<file path="config.mk">
export PLATFORM = sky130hd
export DESIGN_NAME = cla_adder_4_flat
export DESIGN_NICKNAME = d
export VERILOG_FILES = /design/src/rtl/cla_adder_4_if.sv /design/src/rtl/cla_adder_4.sv /design/src/flat_wrapper.sv
export SDC_FILE = /design/constraint.sdc
export NUM_CORES = 1
export LEC_CHECK = 0
export CAP_MARGIN = 20
export CORE_AREA = 2 2 39 41
export CTS_CLUSTER_SIZE = 10
export DETAILED_ROUTE_END_ITERATION = 10
export DIE_AREA = 0 0 41 43
export GPL_TIMING_DRIVEN = 0
export MAX_ROUTING_LAYER = met4
export PLACE_DENSITY_LB_ADDON = 0.3
export SYNTH_ARGS = -nofsm -noshare
export SYNTH_HDL_FRONTEND = slang
export SYNTH_SLANG_ARGS = --single-unit
</file>
<file path="constraint.sdc">
create_clock -name clk -period 0.8 [get_ports clk]
set_input_delay 0.16 -clock clk [delete_from_list [all_inputs] [get_ports clk]]
set_output_delay 0.16 -clock clk [all_outputs]
set_load 0.05 [all_outputs]
</file>
<file path="src/rtl/cla_adder_4_if.sv">
// rtl/cla_adder_4_if.sv - operand/result bundle for the 4-bit carry-lookahead slice
interface cla_adder_4_if;
   logic [3:0] a;
   logic [3:0] b;
   logic       cin;
   logic [3:0] sum;
   logic       cout;
   logic       gen;
   logic       prop;

   modport master (output a, b, cin, input sum, cout, gen, prop);
   modport slave  (input a, b, cin, output sum, cout, gen, prop);
endinterface

</file>
<file path="src/rtl/cla_adder_4.sv">
// rtl/cla_adder_4.sv - 4-bit carry-lookahead adder slice with group generate/propagate
// REG_OUT=1 registers every output once; REG_OUT=0 leaves the slice purely combinational.
module cla_adder_4 #(
   parameter bit REG_OUT = 1'b1
) (
   input  logic          clk,
   input  logic          rst,
   cla_adder_4_if.slave  cla
);
   logic [3:0] w_g;
   logic [3:0] w_p;
   logic [4:0] w_c;
   logic [3:0] w_sum;
   logic       w_gen;
   logic       w_prop;

   assign w_g = cla.a & cla.b;
   assign w_p = cla.a ^ cla.b;

   // Every carry is a flat sum of products so no carry depends on another carry.
   assign w_c[0] = cla.cin;
   assign w_c[1] = w_g[0] | (w_p[0] & cla.cin);
   assign w_c[2] = w_g[1] | (w_p[1] & w_g[0]) | (w_p[1] & w_p[0] & cla.cin);
   assign w_c[3] = w_g[2] | (w_p[2] & w_g[1]) | (w_p[2] & w_p[1] & w_g[0])
                 | (w_p[2] & w_p[1] & w_p[0] & cla.cin);
   assign w_c[4] = w_g[3] | (w_p[3] & w_g[2]) | (w_p[3] & w_p[2] & w_g[1])
                 | (w_p[3] & w_p[2] & w_p[1] & w_g[0])
                 | (w_p[3] & w_p[2] & w_p[1] & w_p[0] & cla.cin);

   assign w_sum  = w_p ^ w_c[3:0];
   assign w_gen  = w_g[3] | (w_p[3] & w_g[2]) | (w_p[3] & w_p[2] & w_g[1])
                 | (w_p[3] & w_p[2] & w_p[1] & w_g[0]);
   assign w_prop = &w_p;

   generate
      if (REG_OUT) begin : g_reg
         logic [3:0] r_sum;
         logic       r_cout;
         logic       r_gen;
         logic       r_prop;

         always_ff @(posedge clk or posedge rst) begin
            if (rst) begin
               r_sum  <= 4'h0;
               r_cout <= 1'b0;
               r_gen  <= 1'b0;
               r_prop <= 1'b0;
            end else begin
               r_sum  <= w_sum;
               r_cout <= w_c[4];
               r_gen  <= w_gen;
               r_prop <= w_prop;
            end
         end

         assign cla.sum  = r_sum;
         assign cla.cout = r_cout;
         assign cla.gen  = r_gen;
         assign cla.prop = r_prop;
      end else begin : g_comb
         assign cla.sum  = w_sum;
         assign cla.cout = w_c[4];
         assign cla.gen  = w_gen;
         assign cla.prop = w_prop;
      end
   endgenerate
endmodule

</file>
<file path="src/flat_wrapper.sv">
// flat-port wrapper written by rule: the top's interface ports become plain ports
module cla_adder_4_flat 
#(
   parameter bit REG_OUT = 1'b1
)
  (clk, rst, cla_a, cla_b, cla_cin, cla_sum, cla_cout, cla_gen, cla_prop);
  cla_adder_4_if cla_i ();
  input  logic clk;
  input  logic rst;
  input wire logic [$bits(cla_i.a)-1:0] cla_a;
  input wire logic [$bits(cla_i.b)-1:0] cla_b;
  input wire logic [$bits(cla_i.cin)-1:0] cla_cin;
  output wire logic [$bits(cla_i.sum)-1:0] cla_sum;
  output wire logic [$bits(cla_i.cout)-1:0] cla_cout;
  output wire logic [$bits(cla_i.gen)-1:0] cla_gen;
  output wire logic [$bits(cla_i.prop)-1:0] cla_prop;
  assign cla_i.a = cla_a;
  assign cla_i.b = cla_b;
  assign cla_i.cin = cla_cin;
  assign cla_sum = cla_i.sum;
  assign cla_cout = cla_i.cout;
  assign cla_gen = cla_i.gen;
  assign cla_prop = cla_i.prop;
  cla_adder_4 #(.REG_OUT(REG_OUT)) u_core (.clk(clk), .rst(rst), .cla(cla_i));
endmodule
</file>
==> reports/results.txt <==
HP Class: input pin to asynchronous set/reset pin
Post-Synthesis Cells: 31
Ant. Diodes: 0
# DRC: 0
CP arrival: 770 ps
Routed WL per cell: 9.19 µm
setup TNS: -815 ps
yosys synthesis warning count: 0
cell area after synthesis: 374 µm²
CTS root buf: clkbuf_4
Post-DRT Antenna Nets: 0
CTS tree: built
min Tclk post-route: 927 ps
Post-Synth XOR/XNOR Area: 7.02%
count of final hold-check violations: 0
RSZ-0062 raised after global routing: true
die width: 41 µm
Num CTS Buffers: 3
Final Max Slew Viols: 0
Final Total Pwr: 1.30 mW
Combinational Power Share: 44.2%
initial antenna violation count: 0
CORE AREA: 1380 µm²
syn avg cell area: 12.1 µm²
CP Capture Type: output port
gr ovfl total: 0
CTS Buffer Depth: 2
Post-Synth Adder-Cell Area: 22.1%
IO Pins: 18
placed instance area: 639 µm²
count of cell types in the netlist: 12
Post-Synth Simple-Gate Area: 2.68%
Non-Filler Cell Area, Final: 701 µm²
CP Class: register to output port
critical path's top delay family: flip-flops
initial core utilization: 27.0%
VDD IR max: 0.613 mV
I/O Buffers: 17
Sw Pwr: 450 µW
Slowest cell on crit path: dfrtp_1
Critical path buffers and inverters: 1
Syn-to-layout area delta: 87.3%
first-pass GRT wire length: 1120 µm
setup ws final: -127 ps
initial drt markers: 1
sequential-to-total area share from yosys stat: 46.8%
CTS Sinks: 7
vias per std cell: 4.24
clock share of power: 22.7%
final core utilization: 50.6%
Routability Congestion: 0.727
Die Y: 43 µm
Tcrit/Tclk final: 116%
Pre-antenna DRT Iters: 2
leakage: 0.333 nW
CP startpoint kind: register
Setup Viol. Count Final: 8
layout cell share with drive strength beyond 1: 55.6%
Rows: 14
Die Area: 1760 µm²
CTS clk-pin slew, worst paths: 50 ps
HPWL Detailed: 558 µm
DR vias: 297
largest net degree at the start of global routing: 8
# Max-Cap Violations: 0
Sw Ratio: 34.6%
multiplexer area fraction after synthesis: 0%
syn nets: 48
Worst Path Required: 640 ps
Cell Chain, Critical Path: buf_6
cell-internal power: 851 µW
post-synthesis compound-gate area fraction: 15.4%
Tot GR Track Use: 9.93%
actual slew at the worst max-slew pin: 240 ps
post-layout net count: 72
cts hold-fix bufs: 0
H-tree depth: 1
final wirelength: 643 µm
CP max stage delay: 370 ps
crit-path max FO: 1
PwrDens: 1860 nW/µm²
sequential power share: 33.0%
relative slew slack: 84.0%
fmax: 1.08 GHz
Fin Hold WS: 149 ps
largest family of logic cells by synthesized area: adder cells
vias in the first global route: 287
run status: complete, but fails checks
failing checks: setup timing
Seq cells post-synth: 7
power by group through the flow:
stage                     clock network, mW  logic [mW]  registers [mW]
final                                 0.296       0.575           0.430
after global routing                  0.332       0.618           0.434
after CTS                             0.317       0.566           0.430
after detailed placement                  0       0.544           0.424
after global placement                    0       0.539           0.423
after floorplan                           0       0.153           0.618
state kept, by name (all words and copies together), names as in the netlist:
name,cells
u_core.cla.cout,1
u_core.cla.gen,1
u_core.cla.prop,1
u_core.cla.sum,4
cell usage in the layout, fill, tap and decap left out:
master and n:
a21o_1 3, a21oi_2 1, a21oi_4 1, a41oi_2 1, and4_2 1, buf_2 1
buf_4 2, buf_6 12, buf_8 1, clkbuf_1 1, clkbuf_4 3, clkdlybuf4s50_1 1
dfrtp_1 7, dlygate4sd2_1 2, fa_2 1, ha_1 1, ha_4 4, inv_1 5
inv_8 1, o21ai_2 1, o21bai_1 1, xnor2_1 2, xor2_1 1
synth_stat cells:
master / n / area [µm²]
fa_1: 1 / 20.0
a21o_1: 3 / 22.5
o21bai_1: 1 / 7.51
dfrtp_1: 7 / 175
xor2_1: 1 / 8.76
a41oi_1: 1 / 8.76
a21oi_1: 2 / 10.0
and4_2: 1 / 10.0
xnor2_1: 2 / 17.5
o21ai_2: 1 / 8.76
inv_1: 6 / 22.5
ha_1: 5 / 62.6
worst max path at each step:
| stage | from | end | slack (ps) | cells after the start |
|---|---|---|---|---|
| 2_1_floorplan | cla_a[1] | u_core.cla.cout$_DFF_PP0_ | -110 | 4 |
| 3_3_place_gp | cla_cin | u_core.cla.sum[0]$_DFF_PP0_ | -730 | 4 |
| 3_5_place_dp | cla_cin | u_core.cla.sum[0]$_DFF_PP0_ | -740 | 4 |
| 4_1_cts | u_core.cla.prop$_DFF_PP0_ | cla_prop | -150 | 1 |
| 5_1_grt | u_core.cla.cout$_DFF_PP0_ | cla_cout | -160 | 1 |
| 6_report | u_core.cla.prop$_DFF_PP0_ | cla_prop | -130 | 1 |
layout make-up:
| type | instances | area [µm²] |
|---|---|---|
| Clock buffer | 4 | 26.3 |
| Sequential cell | 7 | 175 |
| Tap cell | 16 | 20.0 |
| Inverter | 6 | 30.0 |
| Timing Repair Buffer | 19 | 198 |
| Multi-Input combinational cell | 18 | 251 |
| Fill cell | 141 | 683 |
stage by stage:
step | setup slack, ps | cells
finish | -127 | 70
global route | -155 | 70
CTS | -146 | 70
detailed placement | -736 | 64
global placement | -729 | 64
floorplan | -114 | 31
routing by layer:
layer	share of wire [%]	track usage [%]	vias to the layer above
met1	38	10.1	130
met4	0.93	8.00	0
met5	0	-	-
li1	-	-	152
met3	8.9	3.14	2
met2	52	14.7	13
cell families after synthesis:
kind of cell             Yosys count
adder cells (fa/ha/maj)            6
buffers and inverters              6
XOR/XNOR                           3
AO/OA/AOI/OAI                      8
flip-flops                         7
AND/OR/NAND/NOR                    1
timing repair:
item                       CTS  global route
setup endpoints to repair   14            11
gates resized for setup     87             5
pin swaps                    7             3
buffers inserted             2             0
cloned                       0             0
No activity file was read; power rests on OpenSTA's default activity.
==> patch (config.mk and constraints unchanged) <==
Reset style: synchronous (`rst`), changed in one clocked block.
--- a/src/rtl/cla_adder_4.sv
+++ b/src/rtl/cla_adder_4.sv
@@ -39,7 +39,7 @@
          logic       r_gen;
          logic       r_prop;
 
-         always_ff @(posedge clk or posedge rst) begin
+         always_ff @(posedge clk) begin
             if (rst) begin
                r_sum  <= 4'h0;
                r_cout <= 1'b0;
Formal check against the unedited RTL: differs if rst is asserted again (counterexample within 4 cycles, from zero or initial values and one cycle with rst high); with rst held inactive, the same outputs for 10 cycles.
==> patch against the original RTL <==
The run still ends with setup timing left. Area after synthesis grew 0.67%. Clock power grew 5%. Cell area grew 11%. Critical path type is now in2reg. Total power shrank 4.2%. Worst setup slack lost 0.032 ns. Wire length grew 28%. Highest routed layer unchanged. First-iteration DRC count grew to 3.0 times the old value. Sequential cell count is the same. Count of clock-buffer cells in the layout is the same.
==> patch: results (changes against the original RTL) <==
yosys:
  synthArstFlopShare: 0  # -1.00
  synthDistinctLibCells: 18  # +6
  synth_ff_type: "dfxtp_1"
  synth_nets: 53  # +10%
  synthTopCellsByCount: "dfxtp_1 (7), ha_1 (5), inv_1 (4), nor2_1 (4)"
  synth_area_per_cell_um2: 10.5  # -13%
run_status:
  status: "complete, but fails checks"
  violations: "setup timing"
routing:
  drt_iter0_drc: 3  # +2
  routed_wl_um: 823  # +28%
  drt_pre_antenna_iters: 4  # +2
  wl_met1_um: 295  # +21%
  viasPerCell: 4.69  # +10%
  wl_met2_um: 461  # +38%
global_route:
  grtUsageMet2: 0.184  # +0.0375
  met1_usage: 0.119  # +0.0177
  grt_start_max_net_pins: 9  # +1
  grt_pass1_wl_um: 1350  # +20%
  track_usage: 0.120  # +0.0211
place:
  dpl.cell_count: 69  # +7.8%
  dp_hpwl_um: 603  # +8.1%
critical_path:
  crit_arrival_ns: 1.09  # +0.32 ns
  crit_fanout: 3  # +2
finish:
  drive_gt1_frac: 0.754  # +0.199
  antenna_cells: 0  # unchanged
  final_net_count: 79  # +9.7%
timing:
  tightestPinTransition_ns: 0.341  # +0.101 ns
  setup_viol: 13  # +5
  setup_slack_ns: -0.159  # -0.0318 ns
power_and_ir_drop:
  ir_worst_vdd_mv: 0.488  # -20%
  p_leak_nw: 0.338  # +1.4%
hold_path:
  hold_class: "in2reg"
[patch: cell families after synthesis]
| group | after synthesis | share of synthesized area |
|---|---|---|
| simple gates | 10 | 0.156 |
| flops | 7 | 0.372 |
| compound gates | 6 | 0.120 |
| fa+ha+maj | 6 | 0.219 |
| buf+inv | 4 | 0.0399 |
| mux | 2 | 0.0698 |
| xor+xnor | 1 | 0.0233 |
[patch: layout make-up]
type                    count  area (um^2)
multi-input cells          25          308
repair buffers             21          253
inverters                   4         22.5
flip-flops and latches      7          148
well taps                  16         20.0
clock buffers               4         26.3
fillers                   127          607
[patch: critical path: stages]
cell and delay [ns]:
buf_12 0.10, ha_4 0.23, a21o_1 0.16, a21oi_2 0.13
mux2_4 0.31
[patch: per-stage QoR]
step | setup WS (ns) | cell area [um^2] | util | setup TNS (ns)
3_3_place_gp | -1.04 | 639 | 0.462 | -8.57
4_1_cts | -0.185 | 754 | 0.545 | -1.11
6_report | -0.159 | 777 | 0.561 | -1.03
3_5_place_dp | -1.01 | 639 | 0.462 | -8.63
5_1_grt | -0.168 | 777 | 0.561 | -1.37
2_1_floorplan | -0.293 | 449 | - | -0.813
[patch: repair_timing]
action / 4_1_cts / 5_1_grt
resized for setup: 105 / 6
hold endpoints to repair: 0 / 0
pin swaps: 10 / 6
endpoints found under the setup margin: 14 / 13
setup buffers: 4 / 0
[patch: path summary, 6_finish.rpt]
kind	from	end	slack, ns	depth (start not counted)
worst max-delay path	cla_a[0]	u_core.cla.sum[2]	-0.16	5
worst min-delay path	cla_b[0]	u_core.cla.sum[0]	0.33	4
[patch: power by group]
group          total (W)  switching, W  internal (W)
clock network   0.000312      0.000123      0.000190
logic           0.000522      0.000251      0.000271
registers       0.000411     0.0000204      0.000390
